`src/rtl/instruction_loader_if.sv`:
```
// Byte-stream input and instruction-memory write port of the instruction loader.
// The slave modport is the loader; the master modport is the stream source and memory side.
interface instruction_loader_if;
  logic [7:0]  byteIn;
  logic        byteValid;
  logic        byteReady;
  logic        memWriteEnable;
  logic [31:0] memAddress;
  logic [31:0] memWriteData;

  modport master (
    output byteIn, byteValid,
    input  byteReady, memWriteEnable, memAddress, memWriteData
  );

  modport slave (
    input  byteIn, byteValid,
    output byteReady, memWriteEnable, memAddress, memWriteData
  );
endinterface

```
`src/rtl/instruction_loader.sv`:
```
// Loads a framed program image (count, big-endian words, XOR checksum) into instruction memory
// and holds the CPU off while the load is in progress or has failed.
module instruction_loader #(
  parameter int          DEPTH        = 32,
  parameter logic [31:0] BASE_ADDRESS = 32'h0
) (
  input  logic                    i_clk,
  input  logic                    i_rst,
  input  logic                    i_start,
  instruction_loader_if.slave     bus,
  output logic                    o_cpuHold,
  output logic                    o_busy,
  output logic                    o_done,
  output logic                    o_error,
  output logic [$clog2(DEPTH):0]  o_wordsWritten
);

  localparam int W = $clog2(DEPTH) + 1;
  localparam logic [W-1:0] ONE = W'(1);
  localparam logic [8:0]   DEPTH_9 = 9'(DEPTH);

  localparam logic [2:0] IDLE  = 3'd0;
  localparam logic [2:0] COUNT = 3'd1;
  localparam logic [2:0] DATA  = 3'd2;
  localparam logic [2:0] CHECK = 3'd3;
  localparam logic [2:0] DONE  = 3'd4;
  localparam logic [2:0] ERR   = 3'd5;

  logic [2:0]   r_state;
  logic [W-1:0] r_count;
  logic [W-1:0] r_wordsWritten;
  logic [1:0]   r_byteIdx;
  logic [23:0]  r_asm;
  logic [7:0]   r_checksum;
  logic         r_memWriteEnable;
  logic [31:0]  r_memAddress;
  logic [31:0]  r_memWriteData;
  logic         r_cpuHold;
  logic         r_done;
  logic         r_error;

  logic         w_ready;
  logic         w_accept;
  logic         w_countBad;
  logic         w_lastWord;
  logic [31:0]  w_wordOffset;

  assign w_ready      = (r_state == COUNT) || (r_state == DATA) || (r_state == CHECK);
  assign w_accept     = bus.byteValid && w_ready;
  assign w_countBad   = (bus.byteIn == 8'd0) || ({1'b0, bus.byteIn} > DEPTH_9);
  assign w_lastWord   = (r_wordsWritten + ONE) == r_count;
  assign w_wordOffset = {{(30 - W){1'b0}}, r_wordsWritten, 2'b00};

  // Count byte fits the word counter because DEPTH is validated against it first.
  always_ff @(posedge i_clk) begin
    if (i_rst) begin
      r_state          <= IDLE;
      r_count          <= '0;
      r_wordsWritten   <= '0;
      r_byteIdx        <= '0;
      r_asm            <= '0;
      r_checksum       <= '0;
      r_memWriteEnable <= 1'b0;
      r_memAddress     <= BASE_ADDRESS;
      r_memWriteData   <= '0;
      r_cpuHold        <= 1'b0;
      r_done           <= 1'b0;
      r_error          <= 1'b0;
    end else begin
      r_memWriteEnable <= 1'b0;
      case (r_state)
        IDLE, DONE, ERR: begin
          if (i_start) begin
            r_state        <= COUNT;
            r_done         <= 1'b0;
            r_error        <= 1'b0;
            r_wordsWritten <= '0;
            r_checksum     <= '0;
            r_byteIdx      <= '0;
            r_cpuHold      <= 1'b1;
          end
        end
        COUNT: begin
          if (w_accept) begin
            if (w_countBad) begin
              r_state <= ERR;
              r_error <= 1'b1;
            end else begin
              r_count <= bus.byteIn[W-1:0];
              r_state <= DATA;
            end
          end
        end
        DATA: begin
          if (w_accept) begin
            r_asm      <= {r_asm[15:0], bus.byteIn};
            r_checksum <= r_checksum ^ bus.byteIn;
            r_byteIdx  <= r_byteIdx + 2'd1;
            if (r_byteIdx == 2'd3) begin
              r_memWriteEnable <= 1'b1;
              r_memAddress     <= BASE_ADDRESS + w_wordOffset;
              r_memWriteData   <= {r_asm, bus.byteIn};
              r_wordsWritten   <= r_wordsWritten + ONE;
              if (w_lastWord) r_state <= CHECK;
            end
          end
        end
        CHECK: begin
          if (w_accept) begin
            if (bus.byteIn == r_checksum) begin
              r_state   <= DONE;
              r_done    <= 1'b1;
              r_cpuHold <= 1'b0;
            end else begin
              r_state <= ERR;
              r_error <= 1'b1;
            end
          end
        end
        default: r_state <= IDLE;
      endcase
    end
  end

  assign bus.byteReady      = w_ready;
  assign bus.memWriteEnable = r_memWriteEnable;
  assign bus.memAddress     = r_memAddress;
  assign bus.memWriteData   = r_memWriteData;
  assign o_cpuHold          = r_cpuHold;
  assign o_busy             = w_ready;
  assign o_done             = r_done;
  assign o_error            = r_error;
  assign o_wordsWritten     = r_wordsWritten;

endmodule

```
`src/flat_wrapper.sv`:
```
// flat-port wrapper written by rule: the top's interface ports become plain ports
module instruction_loader_flat 
#(
  parameter int          DEPTH        = 32,
  parameter logic [31:0] BASE_ADDRESS = 32'h0
)
  (i_clk, i_rst, i_start, o_cpuHold, o_busy, o_done, o_error, o_wordsWritten, bus_byteIn, bus_byteValid, bus_byteReady, bus_memWriteEnable, bus_memAddress, bus_memWriteData);
  instruction_loader_if bus_i ();
  input  logic i_clk;
  input  logic i_rst;
  input  logic i_start;
  output logic o_cpuHold;
  output logic o_busy;
  output logic o_done;
  output logic o_error;
  output logic [$clog2(DEPTH):0] o_wordsWritten;
  input wire logic [$bits(bus_i.byteIn)-1:0] bus_byteIn;
  input wire logic [$bits(bus_i.byteValid)-1:0] bus_byteValid;
  output wire logic [$bits(bus_i.byteReady)-1:0] bus_byteReady;
  output wire logic [$bits(bus_i.memWriteEnable)-1:0] bus_memWriteEnable;
  output wire logic [$bits(bus_i.memAddress)-1:0] bus_memAddress;
  output wire logic [$bits(bus_i.memWriteData)-1:0] bus_memWriteData;
  assign bus_i.byteIn = bus_byteIn;
  assign bus_i.byteValid = bus_byteValid;
  assign bus_byteReady = bus_i.byteReady;
  assign bus_memWriteEnable = bus_i.memWriteEnable;
  assign bus_memAddress = bus_i.memAddress;
  assign bus_memWriteData = bus_i.memWriteData;
  instruction_loader #(.DEPTH(DEPTH), .BASE_ADDRESS(BASE_ADDRESS)) u_core (.i_clk(i_clk), .i_rst(i_rst), .i_start(i_start), .bus(bus_i), .o_cpuHold(o_cpuHold), .o_busy(o_busy), .o_done(o_done), .o_error(o_error), .o_wordsWritten(o_wordsWritten));
endmodule
```
`config.mk`:
```
export PLATFORM = sky130hd
export DESIGN_NAME = instruction_loader_flat
export DESIGN_NICKNAME = d
export VERILOG_FILES = /design/src/rtl/instruction_loader_if.sv /design/src/rtl/instruction_loader.sv /design/src/flat_wrapper.sv
export SDC_FILE = /design/constraint.sdc
export NUM_CORES = 1
export LEC_CHECK = 0
export CAP_MARGIN = 20
export CORE_MARGIN = 5
export CORE_UTILIZATION = 45
export DETAILED_ROUTE_END_ITERATION = 10
export MAX_ROUTING_LAYER = met4
export PLACE_DENSITY_LB_ADDON = 0.05
export SYNTH_ARGS = -nofsm -noshare
export SYNTH_HDL_FRONTEND = slang
export SYNTH_SLANG_ARGS = --single-unit
```
`constraint.sdc`:
```
create_clock -name i_clk -period 2 [get_ports i_clk]
set_input_delay 0.6 -clock i_clk [delete_from_list [all_inputs] [get_ports i_clk]]
set_output_delay 0.6 -clock i_clk [all_outputs]
set_load 0.01 [all_outputs]
```
Word-level counts from Yosys, hierarchy flattened --
Index checks and enable logic that the tools add are counted.
Storage, ports and cells: word-level logic and storage cells 88, register bits after elaboration 91, input port bits 12, output and inout bits 76
Operators by class: equal/unequal tests 17, reduce and logical (&&, ||, !) cells 19, mux-type cells 33, bitwise gates (word level) 4, add/sub/neg operators 2, magnitude comparators 1
Operator list (count):
- 2-to-1 mux 3 bit | 7
- 2-to-1 mux 6 bit | 3
- 2-to-1 mux 8 bit | 2
- case mux 8 bit (2 select lines) | 1
- 2-to-1 mux 1 bit | 12
- case mux 3 bit (4 select lines) | 1
- case mux 6 bit (2 select lines) | 1
- AND reduction 6 bit | 2
- != test 2 x 1 -> 1 bit (second input constant) | 5
- AND reduction 3 bit | 3
- == test 8 bit | 1
- > comparator 8 x 6 -> 1 bit (second input constant) | 1
- zero test 8 bit | 1
- != test 2 bit (second input constant) | 4
- AND reduction 4 bit | 2
- bitwise XOR 8 bit | 1
- adder 6 x 1 -> 6 bit (second input constant) | 1
- == test 3 x 2 -> 1 bit (second input constant) | 2
- == test 3 bit (second input constant) | 2
- == test 6 bit | 1
- OR reduction 3 bit | 2
- 2-to-1 mux 2 bit | 2
- case mux 1 bit (2 select lines) | 2
- case mux 2 bit (2 select lines) | 1
- other kinds (11) | 16

Longest topological paths before layout --
depth after elaboration 6, gate-level depth with buffers 7, mapped depth without buffers 6

Least setup slack after synthesis --
No wires, ideal clock.
kind input to register, start point in bus_byteIn[0], end point reg u_core.r_count[0], arrival 1.955 ns, library setup time 0.128 ns, path slack -0.083 ns, required time 1.872 ns, cell stages on the path 6, cells stage by stage or4_1 -> or3_4 -> and3_1 -> buf_6 -> mux2i_1 -> nor2_1
Between the ends: word-level cells in the longest chain between the ends 4, elaborated cells between the ends (all ways) 5, classes of those cells 1 x order compare; 1 x bitwise; 3 x reduce/logical
RTL lines:
- from (decl) | line flat_wrapper.sv:17 | input wire logic [$bits(bus_i.byteIn)-1:0] bus_byteIn;
- > comparator 8 x 6 -> 1 bit or zero test 8 bit (tied branches) | line instruction_loader.sv:50 | assign w_countBad = (bus.byteIn == 8'd0) || ({1'b0, bus.byteIn} > DEPTH_9);
- logical OR 1 bit | line instruction_loader.sv:50
- inverter 1 bit (no line)
- AND reduction 3 bit (no line)
- to (signal assigned) | line instruction_loader.sv:89 | r_count <= bus.byteIn[W-1:0];
- to (decl) | line instruction_loader.sv:30 | logic [W-1:0] r_count;
Several ways; a longest one is shown, not always the timed one. A chain may end at the register's enable or synchronous reset.

Final worst setup path --
start point in bus_byteIn[3], end point reg u_core.r_state[0]
Between the ends: word-level cells in the longest chain between the ends 5, elaborated cells between the ends (all ways) 9, classes of those cells 1 x order compare; 1 x eq/ne; 5 x mux; 2 x reduce/logical
RTL lines:
- > comparator 8 x 6 -> 1 bit or zero test 8 bit (tied branches) | line instruction_loader.sv:50
- logical OR 1 bit | line instruction_loader.sv:50
- 2-to-1 mux 3 bit | line instruction_loader.sv:85 | if (w_countBad) begin
- 2-to-1 mux 3 bit | line instruction_loader.sv:84 | if (w_accept) begin
- case mux 3 bit (4 select lines) * | line instruction_loader.sv:71 | case (r_state)
- to (signal assigned) | line instruction_loader.sv:74 | r_state <= COUNT;
- to (signal assigned) | line instruction_loader.sv:86 | r_state <= ERR;
- to (signal assigned) | line instruction_loader.sv:90 | r_state <= DATA;
- to (decl) | line instruction_loader.sv:29 | logic [2:0] r_state;
Every way passes the cells marked *; elsewhere a longest branch is shown, timed or not. The select of a mux whose other input is x is not followed.

==> flow_summary.json <==
{
  "worst_ir_drop_vdd_uv": 423,
  "area_growth_syn_to_layout_pct": 26.8,
  "crit_path_max_cell_delay_ns": 0.51,
  "gp_congestion": 0.814,
  "core-area_um2": 8260,
  "finalCriticalPeriod_ns": 1.97,
  "crit_chain": "dlygate4sd2_1 -> or4_4 -> or3_4 -> and4_1 -> nand4bb_1 -> a22oi_2",
  "cells_after_synthesis": 489,
  "worst_r2r_path_depth": 6,
  "cp.required_ns": 2.28,
  "synth-seq-cells": 91,
  "std_cell_rows": 33,
  "ws_path_type": "in2reg",
  "maximum_clock_insertion_buffer_count": 2,
  "run_status": "complete, no violations",
  "initial_utilization_pct": 46.6,
  "synth.avg_cell_area_um2": 7.88,
  "cp.depth": 6,
  "fp.dieArea_um2": 10500,
  "final_critical_path_setup_slack_ns": 0.0326,
  "crit_path_end": "u_core.r_state[0]$_SDFFE_PP0P_",
  "design.final.nets": 579,
  "detailedPlacementHpwl_um": 6610,
  "dieHeight_um": 103,
  "slew_viol_final": 0,
  "htree_num_levels": 3,
  "instances_no_fill": 675,
  "portBuffers": 61,
  "route.detailed.wl_per_inst_um": 13.7,
  "drt-initial-drc-count": 185,
  "first_global_vias": 3038,
  "cts_buffers": 9,
  "drtPass1Iterations": 5,
  "r2r-end": "u_core.o_wordsWritten[5]$_SDFFE_PP0P_",
  "cp.arrival_ns": 2.25,
  "finalHoldWorstSlack_ns": 0.457,
  "min_period_over_period_pct": 98.4,
  "timing.clock.skew_ns": 0.0116,
  "post_cts_hold_buffer_count": 0,
  "global_route.overflow_total": 0,
  "critPathCaptureType": "flop",
  "clock-root-buffer": "sky130_fd_sc_hd__clkbuf_8",
  "globalRouteTotalUtil_pct": 18.2,
  "fraction_of_layout_instances_using_a_drive_strength_above_1_pct": 11.4,
  "timing.hold.worst.class": "reg2reg",
  "vias_per_cell": 4.98,
  "syn_area_um2": 3850,
  "number_of_antenna_violations_at_the_first_check_in_global_routing": 0,
  "ys_types": 43,
  "total_of_warnings_raised_by_yosys": 0,
  "power_mw": 4.13,
  "slowest_stage": "sky130_fd_sc_hd__or4_4",
  "worstPathBufferInverterCount": 1,
  "timing_hold_violations_final": 0,
  "clock-sinks": 91,
  "ff2ff_setup_slack_ns": 0.24,
  "detail-route-antenna-nets": 0,
  "report.final.setup_viol": 0,
  "leakage_power_nw": 1.79,
  "drv.max_cap_violation_count": 0,
  "cp-start-kind": "primary input",
  "cts.clk_slew.worst_paths_ns": 0.09,
  "critical_path_peak_fanout": 4,
  "num_vias": 3359,
  "fillers": 755,
  "cp_top_family": "simple AND/OR/NAND/NOR gates",
  "clock_tree_from_tritoncts": "built",
  "crit_start": "bus_byteIn[3]",
  "achievable-frequency_mhz": 508,
  "ys_seq_area_share_pct": 47.3,
  "worst_flop_to_flop_path_startpoint": "u_core.r_state[0]$_SDFFE_PP0P_",
  "grt_pass1_wl_um": 14800,
  "clkLatencyLatePin_ns": 0.35,
  "p_per_area_nw_per_um2": 845,
  "routed_wl_um": 9280,
  "placedCellCount": 659,
  "grt_start_max_net_pins": 37,
  "pin_count": 88,
  "die_span_x_um": 103,
  "drt_drc_violations_left": 0,
  "place_ws_ns": -0.538,
  "diodes": 0
}
==> cell type report <==
cell class | instances | area (µm²) | area share (%)
sequential | 91 | 1830 | 37.4
clock inverter | 6 | 87.6 | 1.79
inverter | 2 | 7.51 | 0.154
tap | 105 | 131 | 2.69
multi-input combinational | 364 | 1820 | 37.2
timing repair buffer | 97 | 886 | 18.1
clock buffer | 10 | 128 | 2.61
==> per-stage QoR <==
| step | cell area [µm²] | util (%) | setup TNS, ns |
|---|---|---|---|
| floorplan | 3950 | - | -0.374 |
| global placement | 4660 | 56.4 | -16.62 |
| detailed placement | 4660 | 56.4 | -16.81 |
| CTS | 4870 | 59.0 | 0 |
| global route | 4880 | 59.1 | -0.00160 |
| finish | 4880 | 59.1 | 0 |
==> tightest hold or removal path: cells and delay by family (launching register included) <==
family / cells / cell delay, ns
and+or+nand+nor: 1 / 0.05
AOI/OAI and AO/OA: 1 / 0.05
DFF: 1 / 0.32
==> state kept, by name (all words and copies together) (netlist names) <==
register / count
u_core.bus.memAddress: 6
u_core.o_wordsWritten: 6
u_core.o_error: 1
u_core.o_done: 1
u_core.bus.memWriteData: 32
u_core.r_asm: 24
u_core.o_cpuHold: 1
u_core.r_byteIdx: 2
u_core.bus.memWriteEnable: 1
u_core.r_checksum: 8
u_core.r_count: 6
u_core.r_state: 3
==> report_power, final <==
part           total [mW]  internal [mW]  switching, mW
sequential           1.93           1.88         0.0529
clock                1.36          0.708          0.651
combinational       0.840          0.344          0.495
==> layout by cell type, fill, tap and decap left out, drive strengths merged, types with 3 or more instances in the layout <==
cell / instances
nand2: 131
dfxtp: 91
a21oi: 77
clkdlybuf4s50: 54
nor2: 39
buf: 37
conb: 26
o21ai: 18
xor2: 10
clkbuf: 10
nor3: 8
nand3: 6
xnor2: 6
mux2i: 6
dlygate4sd2: 5
and3: 4
inv: 3
clkinv: 3
==> how the worst min path moves through the flow <==
stage / endpoint / from / cells past startpoint / slack, ns
6_report: u_core.bus.memWriteData[16]$_SDFFE_PP0P_ / u_core.bus.memWriteData[16]$_SDFFE_PP0P_ / 2 / 0.46
5_1_grt: u_core.bus.memWriteData[28]$_SDFFE_PP0P_ / u_core.bus.memWriteData[28]$_SDFFE_PP0P_ / 2 / 0.47
4_1_cts: u_core.bus.memWriteData[29]$_SDFFE_PP0P_ / u_core.r_asm[21]$_SDFFE_PP0N_ / 2 / 0.46
3_5_place_dp: u_core.bus.memWriteData[29]$_SDFFE_PP0P_ / u_core.r_asm[21]$_SDFFE_PP0N_ / 2 / 0.45
3_3_place_gp: u_core.bus.memWriteData[31]$_SDFFE_PP0P_ / u_core.r_asm[23]$_SDFFE_PP0N_ / 2 / 0.44
2_1_floorplan: u_core.bus.memWriteData[24]$_SDFFE_PP0P_ / u_core.r_asm[16]$_SDFFE_PP0N_ / 2 / 0.43
==> cells in the mapped netlist, drive strengths merged <==
cell type | n | area share [%]
o21a | 2 | 0.39
buf | 35 | 6.4
a211oi | 2 | 0.39
a21oi | 77 | 10
dfxtp | 91 | 47
or3 | 2 | 0.45
nor4 | 1 | 0.16
a32oi | 2 | 0.45
nand2 | 131 | 13
and2 | 2 | 0.32
mux2i | 6 | 1.6
a22oi | 2 | 0.52
o211ai | 1 | 0.20
ha | 2 | 0.65
conb | 1 | 0.097
nand4bb | 1 | 0.29
xnor2 | 6 | 1.4
and3 | 4 | 0.65
nand2b | 1 | 0.16
a31oi | 1 | 0.16
o21ai | 18 | 2.3
and4 | 2 | 0.45
clkbuf | 22 | 2.1
nor2b | 2 | 0.32
a21o | 1 | 0.20
a311oi | 2 | 0.45
nor3b | 2 | 0.52
nor3 | 8 | 1.0
xor2 | 10 | 2.3
nand3b | 2 | 0.39
nor4bb | 1 | 0.26
nor2 | 39 | 3.8
nand3 | 6 | 0.78
inv | 2 | 0.20
or4 | 2 | 0.39
==> repair_timing <==
item,4_1_cts,5_1_grt
buffers inserted,0,0
pin swaps,4,1
setup endpoints to repair,13,12
gates resized for setup,9,5
==> layer usage <==
layer	share of wire [%]	global-route usage (%)	routed length, µm
met5	0	-	0
met4	1.1	6.36	103
met3	5.6	2.57	521
met2	45	26.2	4150
met1	49	26.1	4500
==> cells by family (layout without fill, tap and decap cells) <==
| logic type | count (synthesis) | count (layout) | synth area share, % |
|---|---|---|---|
| fa+ha+maj | 2 | 2 | 0.650 |
| flops | 91 | 91 | 47.3 |
| other cells | 1 | 26 | 0.0974 |
| compound gates | 108 | 108 | 15.2 |
| xor+xnor | 16 | 16 | 3.64 |
| mux | 6 | 6 | 1.56 |
| buf+inv | 59 | 115 | 8.77 |
| simple gates | 206 | 206 | 22.8 |
No activity file was read; power rests on OpenSTA's default activity.
